==> config.mk <==
export PLATFORM = sky130hd
export DESIGN_NAME = rv_div_iter
export DESIGN_NICKNAME = d
export VERILOG_FILES = /design/src/rtl/rv_div_pkg.sv /design/src/rtl/rv_div_step.sv /design/src/rtl/rv_div_iter.sv
export SDC_FILE = /design/constraint.sdc
export NUM_CORES = 1
export LEC_CHECK = 0
export CORE_ASPECT_RATIO = 1.25
export CORE_MARGIN = 8
export CORE_UTILIZATION = 55
export CTS_BUF_LIST = sky130_fd_sc_hd__clkbuf_2
export CTS_CLUSTER_DIAMETER = 200
export DETAILED_ROUTE_END_ITERATION = 10
export PLACE_DENSITY_LB_ADDON = 0.05
export SETUP_SLACK_MARGIN = 0.02
export SYNTH_ARGS = -nofsm -noshare
export SYNTH_HDL_FRONTEND = slang
export SYNTH_SLANG_ARGS = --single-unit
==> constraint.sdc <==
create_clock -name clk_i -period 5.7 [get_ports clk_i]
set_clock_uncertainty 0.2 [all_clocks]
set_input_delay 1.425 -clock clk_i [delete_from_list [all_inputs] [get_ports clk_i]]
set_output_delay 1.425 -clock clk_i [all_outputs]
set_load 0.02 [all_outputs]
==> src/rtl/rv_div_pkg.sv <==
// rv_div_pkg: shared definitions for the rv_div_iter divide unit.
//   - RISC-V M-extension divide op encodings (op_i field)
//   - FSM state encoding (also driven onto dbg_state_o)
//   - counter width helper for the per-bit step counter
package rv_div_pkg;

  localparam logic [1:0] DIV_OP  = 2'b00;
  localparam logic [1:0] DIVU_OP = 2'b01;
  localparam logic [1:0] REM_OP  = 2'b10;
  localparam logic [1:0] REMU_OP = 2'b11;

  typedef enum logic [1:0] {
    IDLE = 2'd0,
    CALC = 2'd1,
    DONE = 2'd2
  } state_t;

  // Width of the step counter that walks XLEN-1 down to 0.
  function automatic int cnt_width(input int xlen);
    return $clog2(xlen);
  endfunction

endpackage

==> src/rtl/rv_div_step.sv <==
// rv_div_step: one combinational restoring-division step.
// Ports:
//   r_i       partial remainder before the step (always < divisor)
//   dvd_msb_i next dividend bit shifted into the remainder
//   dsr_i     divisor magnitude
//   r_o       partial remainder after the step
//   q_bit_o   quotient bit produced by the step
module rv_div_step #(
  parameter int XLEN = 32
) (
  input  logic [XLEN-1:0] r_i,
  input  logic            dvd_msb_i,
  input  logic [XLEN-1:0] dsr_i,
  output logic [XLEN-1:0] r_o,
  output logic            q_bit_o
);

  // The shifted remainder keeps the bit that falls off the top of r_i:
  // with a divisor above 2^(XLEN-1) the remainder can itself have its msb
  // set, and dropping it would give a wrong trial result.
  logic [XLEN:0]   shifted;
  logic [XLEN+1:0] trial;

  always_comb begin
    shifted = {r_i, dvd_msb_i};
    trial   = {1'b0, shifted} - {2'b00, dsr_i};
    q_bit_o = ~trial[XLEN+1];
    // When the trial succeeds the difference is below the divisor, so
    // truncating to XLEN bits loses nothing.
    r_o     = q_bit_o ? XLEN'(trial) : XLEN'(shifted);
  end

endmodule

==> src/rtl/rv_div_iter.sv <==
// rv_div_iter: multi-cycle RV32M/RV64M divider (DIV, DIVU, REM, REMU) using
// restoring division, one quotient bit per cycle.
// Optional feature macro: RV_DIV_FLUSH_EN (adds flush_i).
// Ports:
//   clk_i, rst_i          clock (rising edge), async active-high reset
//   flush_i               (RV_DIV_FLUSH_EN only) discard operation, go IDLE
//   req_valid_i/req_ready_o  request handshake; op_i, a_i, b_i sampled on it
//   rsp_valid_o/rsp_ready_i  response handshake; result_o valid with it
//   busy_o                high while an operation is in CALC or DONE
//   dbg_state_o           current FSM state (rv_div_pkg::state_t encoding)
// Handshake semantics: a transfer happens on a rising edge where valid and
// ready are both high. A producer holds valid (and its payload) until the
// transfer; rsp_valid_o never drops before its transfer. req_ready_o is high
// only in IDLE, so requests cannot overlap an operation or its response.
module rv_div_iter
  import rv_div_pkg::*;
#(
  parameter int XLEN = 32
) (
  input  logic            clk_i,
  input  logic            rst_i,
`ifdef RV_DIV_FLUSH_EN
  input  logic            flush_i,
`endif
  input  logic            req_valid_i,
  output logic            req_ready_o,
  input  logic [1:0]      op_i,
  input  logic [XLEN-1:0] a_i,
  input  logic [XLEN-1:0] b_i,
  output logic            rsp_valid_o,
  input  logic            rsp_ready_i,
  output logic [XLEN-1:0] result_o,
  output logic            busy_o,
  output logic [1:0]      dbg_state_o
);

  localparam int CW = cnt_width(XLEN);

  logic flush;
`ifdef RV_DIV_FLUSH_EN
  assign flush = flush_i;
`else
  assign flush = 1'b0;
`endif

  state_t          state_q,   state_d;
  logic            is_rem_q,  is_rem_d;
  logic            neg_quo_q, neg_quo_d;
  logic            neg_rem_q, neg_rem_d;
  logic [XLEN-1:0] dvd_q,     dvd_d;     // dividend, shifting into quotient
  logic [XLEN-1:0] dsr_q,     dsr_d;     // divisor magnitude
  logic [XLEN-1:0] rem_q,     rem_d;     // partial remainder
  logic [CW-1:0]   cnt_q,     cnt_d;
  logic [XLEN-1:0] result_q,  result_d;

  // Request decode
  logic            req_signed;
  logic            a_neg, b_neg;
  logic [XLEN-1:0] abs_a, abs_b;
  logic            ovf_case;

  // Step datapath
  logic [XLEN-1:0] step_r;
  logic            step_q_bit;
  logic [XLEN-1:0] quo_fin;

  rv_div_step #(.XLEN(XLEN)) u_step (
    .r_i       (rem_q),
    .dvd_msb_i (dvd_q[XLEN-1]),
    .dsr_i     (dsr_q),
    .r_o       (step_r),
    .q_bit_o   (step_q_bit)
  );

  always_comb begin
    state_d   = state_q;
    is_rem_d  = is_rem_q;
    neg_quo_d = neg_quo_q;
    neg_rem_d = neg_rem_q;
    dvd_d     = dvd_q;
    dsr_d     = dsr_q;
    rem_d     = rem_q;
    cnt_d     = cnt_q;
    result_d  = result_q;

    // op bit 0 clear = signed op, bit 1 set = remainder op.
    req_signed = ~op_i[0];
    a_neg      = req_signed & a_i[XLEN-1];
    b_neg      = req_signed & b_i[XLEN-1];
    // -x of the most-negative value is 1<<(XLEN-1), correct as unsigned.
    abs_a      = a_neg ? -a_i : a_i;
    abs_b      = b_neg ? -b_i : b_i;
    ovf_case   = req_signed && (a_i == {1'b1, {(XLEN-1){1'b0}}}) && (b_i == '1);

    quo_fin    = {dvd_q[XLEN-2:0], step_q_bit};

    case (state_q)
      IDLE: begin
        if (req_valid_i && !flush) begin
          is_rem_d  = op_i[1];
          neg_quo_d = a_neg ^ b_neg;
          neg_rem_d = a_neg;
          dvd_d     = abs_a;
          dsr_d     = abs_b;
          rem_d     = '0;
          cnt_d     = CW'(XLEN - 1);
          if (b_i == '0) begin
            state_d  = DONE;
            result_d = op_i[1] ? a_i : '1;
          end else if (ovf_case) begin
            state_d  = DONE;
            result_d = op_i[1] ? '0 : a_i;
          end else begin
            state_d  = CALC;
          end
        end
      end
      CALC: begin
        rem_d = step_r;
        dvd_d = quo_fin;
        cnt_d = cnt_q - CW'(1);
        if (cnt_q == '0) begin
          state_d = DONE;
          // Sign fixup folded into the final step so result_o is
          // registered on entry to DONE.
          if (is_rem_q) result_d = neg_rem_q ? -step_r : step_r;
          else          result_d = neg_quo_q ? -quo_fin : quo_fin;
        end
      end
      DONE: begin
        if (rsp_ready_i) state_d = IDLE;
      end
      default: state_d = IDLE;
    endcase

    if (flush) state_d = IDLE;
  end

  always_ff @(posedge clk_i or posedge rst_i) begin
    if (rst_i) begin
      state_q   <= IDLE;
      is_rem_q  <= 1'b0;
      neg_quo_q <= 1'b0;
      neg_rem_q <= 1'b0;
      dvd_q     <= '0;
      dsr_q     <= '0;
      rem_q     <= '0;
      cnt_q     <= '0;
      result_q  <= '0;
    end else begin
      state_q   <= state_d;
      is_rem_q  <= is_rem_d;
      neg_quo_q <= neg_quo_d;
      neg_rem_q <= neg_rem_d;
      dvd_q     <= dvd_d;
      dsr_q     <= dsr_d;
      rem_q     <= rem_d;
      cnt_q     <= cnt_d;
      result_q  <= result_d;
    end
  end

  // All outputs decode directly from registered state.
  assign req_ready_o = (state_q == IDLE);
  assign rsp_valid_o = (state_q == DONE);
  assign busy_o      = (state_q == CALC) || (state_q == DONE);
  assign result_o    = result_q;
  assign dbg_state_o = state_q;

endmodule
==> Word-level counts from Yosys, hierarchy flattened <==
Index checks and enable logic that the tools add are counted.
{ "word_totals": {"regBits": 138, "inputBits": 70, "output_inout_bits": 37, "wordCells": 64} }
{ "classes": {"addsub": 6, "n_eq_ne": 8, "mux": 25, "n_bitwise": 5, "n_reduce_logical": 11} }
{ "ops": {"columns": ["cell", "count"], "rows": [
  ["2-to-1 mux 32 bit", 14],
  ["case mux 32 bit (2 select lines)", 3],
  ["negator 32 bit", 4],
  ["== test 32 bit, second input constant", 2],
  ["subtractor 33 x 32 -> 34 bit", 1],
  ["zero test 32 bit", 1],
  ["2-to-1 mux 2 bit", 5],
  ["case mux 5 bit (2 select lines)", 1],
  ["case mux 2 bit (3 select lines)", 1],
  ["zero test 5 bit", 1],
  ["2-to-1 mux 5 bit", 1],
  ["subtractor 5 x 1 -> 5 bit, second input constant", 1],
  ["inequality test 2 bit, second input constant", 2],
  ["AND reduction 2 bit", 2],
  ["AND reduction 4 bit", 1],
  ["inequality test 3 x 1 -> 1 bit, second input constant", 1],
  ["AND reduction 3 bit", 1],
  ["bitwise AND 1 bit", 2],
  ["== test 2 x 1 -> 1 bit, second input constant", 1],
  ["== test 2 bit, second input constant", 1],
  ["logical AND 1 bit", 2],
  ["zero test 2 bit", 1],
  ["inequality test 2 x 1 -> 1 bit, second input constant", 1],
  ["inverter 1 bit", 2],
  ["3 further kinds", 3]
]} }

==> Logic depth before layout (Yosys ltp) <==
{ "logic_depth": {"depth_word": 7, "ltp_mapped": 23, "ltp_nobuf": 19} }

==> By module <==
A second synthesis with hierarchy kept.
{ "hier_totals": {"cells_unflattened": 1413, "hier_area_um2": 11661.2} }
{ "by_module_without_submodules": {"columns": ["mod", "n_inst", "cells_per_inst", "area_each_um2", "seq_area_each_um2"], "rows": [
  ["rv_div_iter", 1, 1040, 9231.4, 3453.3],
  ["rv_div_step", 1, 373, 2429.8, 0.0]
]} }

==> Worst setup path after synthesis <==
No wires, ideal clock.
{ "synth_path": {"path_kind": "register to register", "from": "register rem_q[9]", "to": "register result_q[26] (netlist: result_o[26])", "setup_ns": 0.105, "arrival_ns": 5.477, "required_ns": 5.395, "setup_slack_ns": -0.082, "path_stages_with_launch": 23, "n_path_buf": 4, "period_less_slack_ns": 5.782, "path_cell_list": "dfrtp_1 -> ha_1 -> clkbuf_1 -> and4_1 -> and2_1 -> a221o_1 -> o211ai_1 -> nand2_1 -> clkinv_1 -> buf_1 -> buf_1 -> buf_1 -> ha_1 -> nand2_1 -> or3b_2 -> o31ai_1 -> nand2_1 -> xor2_1 -> nand2_1 -> a21o_1 -> nand4_1 -> nor2_1 -> nor4b_1"} }
{ "synth_between": {"elab_chain_cells": 7, "elab_cells_between_ends": 10, "classes_between": "add/sub (3); mux (6); bitwise (1)"} }
{ "synth_rtl": {"columns": ["item", "line", "source"], "rows": [
  ["start: declaration", "rv_div_iter.sv:52", "logic [XLEN-1:0] rem_q, rem_d;"],
  ["start signal: assignment", "rv_div_iter.sv:157", "rem_q <= rem_d;"],
  ["subtractor 33 x 32 -> 34 bit", "rv_div_step.sv:26", "trial = {1'b0, shifted} - {2'b00, dsr_i};"],
  ["2-to-1 mux 32 bit / inverter 1 bit (equally long branches)", "rv_div_step.sv:30, rv_div_step.sv:27", null],
  ["negator 32 bit, on equally long branches", "rv_div_iter.sv:126, rv_div_iter.sv:127", null],
  ["2-to-1 mux 32 bit, on equally long branches", "rv_div_iter.sv:126, rv_div_iter.sv:127", null],
  ["2-to-1 mux 32 bit *", "rv_div_iter.sv:126", "if (is_rem_q) result_d = neg_rem_q ? -step_r : step_r;"],
  ["2-to-1 mux 32 bit *", "rv_div_iter.sv:122", "if (cnt_q == '0) begin"],
  ["case mux 32 bit (2 select lines) *", "rv_div_iter.sv:97", "case (state_q)"],
  ["end signal: assignment", "rv_div_iter.sv:159", "result_q <= result_d;"],
  ["end: declaration", "rv_div_iter.sv:54", "logic [XLEN-1:0] result_q, result_d;"]
]} }
Every way passes the cells marked *; elsewhere a longest branch is shown, timed or not. The select of a mux whose other input is x is not followed.
A chain may end at the register's enable or synchronous reset.

==> Final worst setup path <==
{ "layout_path": {"from": "register rem_q[6]", "to": "register result_q[26] (netlist: result_o[26])"} }
The elaborated chain is that of the path after synthesis.

==> impl_metrics.csv <==
group,metric,value,unit
detailed_routing,wl_per_cell,20.0,µm
sta,finalHoldViolations,0,
setup_path,critPathArrivalTime,5.65,ns
global_routing,grt_max_degree,94,
setup_path,rr_startpoint,"rem_q[6]$_DFFE_PP0P_",
final_layout,design_area,13500,µm²
setup_path,cp-startpoint,"rem_q[6]$_DFFE_PP0P_",
final_layout,nFillCells,1993,
sta,hold_slack,0.312,ns
detailed_routing,drt_iter0_drc,988,
placement,port_buffers,106,
sta,fin_crit,5.16,ns
job,maxCapViolations,0,
clock_tree,cts-root-buf,"clkbuf_2",
final_layout,nNetsFinal,1715,
die,initial_core_util,55.3,%
clock_tree,cts.sinks,138,
yosys,async_flop_share,100,%
yosys,ys_top_cells_by_area,"dfrtp_1, o21ai_0, nand2_1",
final_layout,final_layout_size_suffix_gt1_share,7.06,%
detailed_routing,dr.pass1.iters,7,
sta,worstMarginPinSlew,1.03,ns
yosys,yosysTopAreaCell,"dfrtp_1",
sta,fmax,194,MHz
yosys,syn_avg_cell_area,7.75,µm²
global_routing,gr-total-overflow,0,
detailed_routing,vias,11900,
run_status,status,"completed",
power_and_ir_drop,p_per_area,659,nW/µm²
detailed_routing,wl,38000,µm
placement,hpwlAfterDp,29300,µm
clock_tree,cts_resized,0,
yosys,synth.yosys.seq_area_share,29.4,%
placement,place.gp.congestion,0.938,
sta,tns,0,ns
min_path,min_from,"result_o[5]$_DFFE_PP0P_",
min_path,hp-class,"flip-flop to flip-flop",
power_and_ir_drop,irDropWorstVdd,0.355,mV
final_layout,syn_to_final_growth,14.6,%
clock_tree,clk_path_buf_depth,2,
detailed_routing,drt.antenna.violating_nets,0,
clock_tree,cts_buffers,17,
yosys,syn_area,11800,µm²
yosys,yosys_warnings,0,
yosys,synth_cell_types,76,
sta,setup_viol,0,
yosys,synth-seq-cells,138,
setup_path,cp-end-kind,"flip-flop",
die,die_y,179,µm
power_and_ir_drop,leakagePower,5.49,nW
die,io-pin-count,107,
sta,rsz0062_at_grt,"no",
die,rows,60,
setup_path,crit_required,6.19,ns
global_routing,grt_pass1_wl,60400,µm
yosys,syn_inst,1518,
global_routing,grt_util_all_layers,28.2,%
clock_tree,cts_tree,"built",
clock_tree,cts-htree-levels,4,
placement,dp_cells,1862,
global_routing,grt_pass1_vias,11500,
yosys,synth_top_cell_area_share,29.4,%
clock_tree,clk-insertion-delay-late,0.78,ns
detailed_routing,route.detailed.drc,0,
detailed_routing,routed_via_density,6.30,
final_layout,instances_no_fill,1895,
yosys,syn_nets,1631,
die,core,21200,µm²
setup_path,start_kind,"flip-flop",
sta,slew_violations,0,
sta,maxSlewHeadroom,30.2,%
global_routing,grt_antenna_before_repair,1,
placement,place_ws,0.155,ns
setup_path,crit_path_max_fanout,11,
yosys,synth_edf_count,0,
placement,dpl_cell_area,13200,µm²
setup_path,critPathKind,"flip-flop to flip-flop",
die,die_x,147,µm
yosys,synthFlopType,"dfrtp_1",
clock_tree,clkTransAtPathRegs,0.26,ns
die,die_area,26300,µm²
sta,worst_slack,0.537,ns
sta,finalCritPeriodShare,90.6,%
clock_tree,cts_hold_buf,0,
clock_tree,postCtsSetupRepairBufs,0,
[state kept, by name, summed over array words and instances (netlist names)]
register / flops
result_o: 32
rem_q: 32
cnt_q: 5
is_rem_q: 1
dvd_q: 32
dbg_state_o: 2
neg_quo_q: 1
dsr_q: 32
neg_rem_q: 1
[layer usage]
layer	share of wire, %	wire (µm)	GRT usage, %
met5	0	0	0
met4	3.3	1260	10.7
met3	5.4	2060	3.79
met2	49	18400	47.8
met1	43	16200	35.8
[Yosys cell counts, drive strengths merged (6+ instances only)]
| cell type | instances |
|---|---|
| o31ai | 37 |
| xnor2 | 67 |
| ha | 42 |
| nor4 | 18 |
| or3 | 18 |
| a31oi | 17 |
| nor2 | 94 |
| and2 | 12 |
| o31a | 6 |
| nor3 | 34 |
| buf | 9 |
| o211ai | 21 |
| nor2b | 6 |
| dfrtp | 138 |
| and3 | 10 |
| o21ai | 192 |
| a211oi | 18 |
| or4 | 23 |
| clkbuf | 80 |
| nand2 | 191 |
| o41ai | 15 |
| nand4 | 20 |
| a21o | 10 |
| inv | 59 |
| mux2i | 27 |
| or2 | 8 |
| nand2b | 7 |
| a21oi | 115 |
| nand3 | 24 |
| o22ai | 13 |
| o21a | 9 |
| a22oi | 25 |
| xor2 | 68 |
[cell usage in the layout (no fill, tap or decap), types with 27 or more instances in the layout]
cell and n:
a21oi_1 115, buf_4 48, clkdlybuf4s50_1 106, dfrtp_1 138, ha_1 41, inv_1 57, mux2i_1 27, nand2_1 190
nor2_1 94, nor3_1 33, o21ai_0 188, o31ai_1 35, xnor2_1 67, xor2_1 68
[power breakdown]
| part | internal, mW | switching, mW |
|---|---|---|
| Clock | 0.186 | 0.459 |
| Sequential | 1.38 | 0.450 |
| Combinational | 2.41 | 4.00 |
[area by class of cell]
class / count / area, µm² / share of cell area, %
multi-input combinational: 1231 / 7760 / 57.6
clock inverter: 15 / 166 / 1.24
sequential: 138 / 3450 / 25.6
tap: 279 / 349 / 2.59
clock buffer: 17 / 85.1 / 0.632
timing repair buffer: 154 / 1420 / 10.6
inverter: 60 / 230 / 1.71
antenna: 1 / 2.50 / 0.0186
[through the flow]
step           power, mW  util (%)
4_1_cts             8.79      63.4
5_1_grt             9.59      63.4
2_1_floorplan       6.29         -
3_3_place_gp        8.06      62.2
3_5_place_dp        8.11      62.2
6_report            8.88      63.4
[critical path, cell delays in order (launching register included)]
cell      delay [ns]
dfrtp_1         0.48
ha_1            0.48
nand2_1         0.08
o21ai_0         0.52
a221o_1         0.31
o211ai_1        0.13
nand2_1         0.27
buf_4           0.18
nand2_1         0.05
o21ai_0         0.12
ha_1            0.26
inv_1           0.06
a2111o_1        0.30
nor4_1          0.25
buf_4           0.17
mux2i_1         0.10
nor2_1          0.20
nand4_1         0.22
nor3_1          0.33
nor2_1          0.08
nor4b_1         0.28
[logic make-up after synthesis]
group                      count (synthesis)  synth area share, %
and+or+nand+nor                          485                 19.9
muxes                                     32                 2.78
adders and majority gates                 45                 4.81
xor gates and xnor gates                 135                 10.1
AOI/OAI and AO/OA                        534                 28.2
DFF                                      138                 29.4
buffers and inverters                    149                 4.84
[path summary, 6_finish.rpt]
check                                                end  slack (ns)  depth (start not counted)
worst max-delay path            result_o[26]$_DFFE_PP0P_        0.54                         20
worst min-delay path             result_o[5]$_DFFE_PP0P_        0.31                          2
worst max register to register  result_o[26]$_DFFE_PP0P_        0.54                         20
worst min register to register   result_o[5]$_DFFE_PP0P_        0.31                          2
max in group asynchronous          dsr_q[21]$_DFFE_PP0P_        3.45                          3
min in group asynchronous           dsr_q[4]$_DFFE_PP0P_        0.93                          2
(Power assumes the default switching activity.)
